--- src/rtl/vga_sync_decoder.sv ---
// vga_sync_decoder: recovers h/v position from incoming syncs, checks timing and tracks lock
module vga_sync_decoder #(
  parameter int H_TOTAL     = 800,
  parameter int H_SYNC      = 96,
  parameter int H_ACT_START = 144,
  parameter int H_ACT_END   = 784,
  parameter int V_TOTAL     = 525,
  parameter int V_SYNC      = 2,
  parameter int V_ACT_START = 35,
  parameter int V_ACT_END   = 515,
  parameter int LOCK_FRAMES = 2
) (
  input  logic       clk,
  input  logic       rst_n,
  input  logic       hsync,
  input  logic       vsync,
  output logic [9:0] hcount,
  output logic [9:0] vcount,
  output logic       de,
  output logic       locked,
  output logic       frame_start,
  output logic       h_err,
  output logic       v_err,
  output logic [7:0] err_cnt
);
  typedef enum logic [1:0] {SEARCH, ACQUIRE, LOCKED} state_t;
  state_t state, state_nxt;
  logic hs_q, vs_q, hs_fall, hs_rise, vs_fall, vs_rise;
  logic h_last, v_last, line_end, sof, chk, err_any;
  logic [3:0] good, good_nxt;
  logic [9:0] h_nxt, v_nxt;
  assign hs_fall  = hs_q & ~hsync;
  assign hs_rise  = ~hs_q & hsync;
  assign vs_fall  = vs_q & ~vsync;
  assign vs_rise  = ~vs_q & vsync;
  assign h_last   = hcount == 10'(H_TOTAL - 1);
  assign v_last   = vcount == 10'(V_TOTAL - 1);
  assign line_end = hs_fall | h_last;
  assign sof      = hs_fall & vs_fall;
  assign chk      = state != SEARCH;
  assign h_nxt    = line_end ? '0 : hcount + 10'd1;
  assign v_nxt    = !line_end ? vcount : (sof | v_last) ? '0 : vcount + 10'd1;
  assign h_err = chk & ((hs_fall & ~h_last) | (h_last & ~hs_fall) |
                        (hs_rise & (hcount != 10'(H_SYNC - 1))));
  assign v_err = chk & (((vs_fall | vs_rise) & ~hs_fall) | (vs_fall & ~v_last) |
                        (line_end & v_last & ~vs_fall) |
                        (vs_rise & hs_fall & (vcount != 10'(V_SYNC - 1))));
  assign err_any = h_err | v_err;
  assign locked  = state == LOCKED;
  assign de = locked && hcount >= 10'(H_ACT_START) && hcount < 10'(H_ACT_END) &&
              vcount >= 10'(V_ACT_START) && vcount < 10'(V_ACT_END);
  always_comb begin
    state_nxt = state;
    good_nxt  = good;
    if (state == SEARCH) begin
      if (sof) begin
        state_nxt = ACQUIRE;
        good_nxt  = '0;
      end
    end else if (err_any) begin
      state_nxt = SEARCH;
    end else if (state == ACQUIRE && sof) begin
      good_nxt  = good + 4'd1;
      state_nxt = (good + 4'd1 == 4'(LOCK_FRAMES)) ? LOCKED : ACQUIRE;
    end
  end
  always_ff @(posedge clk or negedge rst_n) begin
    if (!rst_n) begin
      hs_q        <= 1'b1;
      vs_q        <= 1'b1;
      hcount      <= '0;
      vcount      <= '0;
      state       <= SEARCH;
      good        <= '0;
      frame_start <= 1'b0;
      err_cnt     <= '0;
    end else begin
      hs_q        <= hsync;
      vs_q        <= vsync;
      hcount      <= h_nxt;
      vcount      <= v_nxt;
      state       <= state_nxt;
      good        <= good_nxt;
      frame_start <= state_nxt != SEARCH && h_nxt == '0 && v_nxt == '0;
      if (err_any && err_cnt != 8'hFF) err_cnt <= err_cnt + 8'd1;
    end
  end
endmodule
--- config.mk ---
export PLATFORM = sky130hd
export DESIGN_NAME = vga_sync_decoder
export DESIGN_NICKNAME = d
export VERILOG_FILES = /design/src/rtl/vga_sync_decoder.sv
export SDC_FILE = /design/constraint.sdc
export NUM_CORES = 1
export LEC_CHECK = 0
export CAP_MARGIN = 0
export CORE_ASPECT_RATIO = 0.6
export CORE_MARGIN = 2
export CORE_UTILIZATION = 45
export DETAILED_ROUTE_END_ITERATION = 12
export GPL_TIMING_DRIVEN = 0
export PLACE_DENSITY = 0.71
export SYNTH_ARGS = -nofsm -noshare
export SYNTH_HDL_FRONTEND = slang
export SYNTH_SLANG_ARGS = --single-unit
--- constraint.sdc ---
create_clock -name clk -period 4.12 [get_ports clk]
set_clock_uncertainty 0.1 [all_clocks]
set_input_delay 1.236 -clock clk [delete_from_list [all_inputs] [get_ports clk]]
set_output_delay 1.236 -clock clk [all_outputs]
set_load 0.005 [all_outputs]
==> run summary <==
Mapped Cells -> 255
IO buf count -> 36
post-route insts no fill -> 369
RSZ-0062 raised after global routing -> false
Peak VDD IR -> 247 uV
initial antenna violation count -> 0
Nets -> 317
setup slack at placement -> -0.964 ns
Top FF cell, synth -> dfrtp_1
Total GRT Usage -> 0.197
clock root buffer -> clkbuf_8
top cells by count, synth -> 35 x dfrtp_1, 33 x nor2_1, 24 x nand2_1
Final Wtd Congestion -> 0.805
Die H -> 59.4 um
Yosys top cell area share -> 0.380
#FFs+latches synth -> 37
Period Utilization, post-route -> 0.977
Pleak -> 1.26 nW
# DRC -> 0
CP endpoint kind -> output pin
drt pass-1 iters -> 4
Clk Latency, worst-skew pair -> 0.30 ns
Max Cap Viol -> 0
Arr. time, crit path -> 2.69 ns
normalized max-slew margin -> 0.447
wire length per cell -> 13.9 um
clk sinks -> 37
FILL cells -> 463
Slew @ Worst Pin -> 0.829 ns
top post-synthesis cells by area -> dfrtp_1 38%, xor2_1 6.5%, ha_1 6.0%, nor2_1 5.4%, nand2_1 3.9%
Placed Cells -> 357
WS Path Type -> primary input to output pin
synthesis warning total -> 0
number of global-route vias before repair -> 1,803
Final Max Tran Viols -> 0
CTS Buf Count -> 5
largest net degree at the start of global routing -> 38
Rows -> 20
Placeable Area -> 0.00500 mm^2
HPWL Detailed -> 3710 um
count leader, synth -> dfrtp_1
share of cells above drive strength 1 -> 0.112
Area Overhead vs Synth -> 26.7%
DIE AREA -> 0.00573 mm^2
Synth Net Count -> 270
CTS tree -> built
first-pass GRT wire length -> 8540 um
Critical Path RT -> 2.78 ns
sequential element share of the synthesized area -> 0.403
clk slew on worst S/H paths -> 0.08 ns
Hold/Removal Path Class -> register to register
WL final -> 5130 um
setup ws final -> 0.0958 ns
Post-synth EDFFs -> 0
gr ovfl total -> 0
Sequential Area -> 928 um^2
# H-tree levels -> 2
Initial DRC Count -> 68
vias per cell -> 5.27
Yosys cell types -> 52
Vias -> 1,945
Period minus WS final -> 4.02 ns
Synth Cell Area -> 0.00230 mm^2
Clock Path Buffers -> 2
f_max -> 248 MHz
PwrDens -> 449 mW/mm^2
Die Span X -> 96.4 um
Multi-input gate area -> 0.00132 mm^2
Async S/R FF share, synth -> 1.00
crit-path max FO -> 3
Routed Antenna Nets -> 0
hold violation count in the final report -> 0
final setup violation count -> 0
I/O pins -> 37
n_diodes -> 0
CP startpoint kind -> primary input
Avg Synthesized Cell Area -> 9.03 um^2
Initial Util -> 0.460
top cell type by total area after synthesis -> dfrtp_1
outcome -> finished clean
timing repair:
action / in CTS / in global routing
gates resized for setup: 17 / 2
setup endpoints to repair: 2 / 1
setup buffers: 5 / 0
pin swaps: 5 / 1
hold buffers: 0 / 0
power breakdown:
group	leakage, nW	switching, mW	internal, mW
Sequential	0.464	0.109	0.447
Combinational	0.756	0.228	0.263
Clock	0.0445	0.144	0.120
per-layer routing:
layer / track usage / share of wire / up-vias
li1: - / - / 980
met1: 0.308 / 0.54 / 916
met2: 0.264 / 0.40 / 42
met3: 0.0483 / 0.046 / 7
met4: 0.0624 / 0.012 / 0
met5: 0 / 0 / -
cell families (layout without fill, tap and decap cells):
logic type,Yosys count,count (layout),share of synthesized area
compound gates,32,32,0.111
fa+ha+maj,11,11,0.0597
buf+inv,26,74,0.0456
flops,37,37,0.403
simple gates,119,119,0.264
mux,3,3,0.0136
xor+xnor,27,27,0.103
sequential cells by signal, summed over array words and instances (netlist names):
| name | count |
|---|---|
| vcount | 10 |
| good | 4 |
| state | 2 |
| hcount | 10 |
| err_cnt | 8 |
| frame_start | 1 |
| hs_q | 1 |
| vs_q | 1 |
area by class of cell:
class,instances,area share
Buffer,9,0.0141
Clock buffer,5,0.0236
Clock inverter,3,0.00729
Inverter,16,0.0206
Multi-Input combinational cell,192,0.453
Sequential cell,37,0.318
Tap cell,66,0.0283
Timing Repair Buffer,41,0.135
worst max-delay path, stage by stage:
cell             delay [ns]
clkdlybuf4s15_2        0.22
nor2b_4                0.13
inv_2                  0.08
ha_4                   0.24
nor4b_2                0.24
and4_1                 0.26
nor3_2                 0.06
clkdlybuf4s15_1        0.22
stage by stage:
step / power, mW / cell area [um^2] / util / TNS, ns / hold WS [ns]
floorplan: 0.805 / 2300 / - / 0 / 0.385
global placement: 1.03 / 2750 / 0.549 / -1.76 / 0.391
detailed placement: 1.04 / 2740 / 0.548 / -1.83 / 0.398
CTS: 1.32 / 2910 / 0.582 / 0 / 0.408
global route: 1.42 / 2920 / 0.583 / 0 / 0.430
finish: 1.31 / 2920 / 0.583 / 0 / 0.405
worst paths after layout:
path	startpoint	endpoint	slack [ns]	depth (start not counted)
setup / recovery	hsync	h_err	0.1	8
hold / removal	err_cnt[7]$_DFFE_PN0P_	err_cnt[7]$_DFFE_PN0P_	0.40	1
setup reg to reg	hcount[0]$_DFF_PN0_	err_cnt[7]$_DFFE_PN0P_	0.96	11
hold reg to reg	err_cnt[7]$_DFFE_PN0P_	err_cnt[7]$_DFFE_PN0P_	0.40	1
max in group asynchronous	rst_n	vcount[7]$_DFF_PN0_	2.47	1
min in group asynchronous	rst_n	hcount[7]$_DFF_PN0_	0.93	1
placed cells by master (no fill, tap or decap), types with 9 or more instances in the layout:
master	synthesis	layout
nor3_1	11	10
nand3_1	9	9
nand2_1	24	24
dfrtp_1	35	35
clkdlybuf4s50_1	0	31
nor2_1	33	32
inv_1	16	15
xnor2_1	10	10
ha_1	11	10
xor2_1	17	17
(Power assumes the default switching activity.)
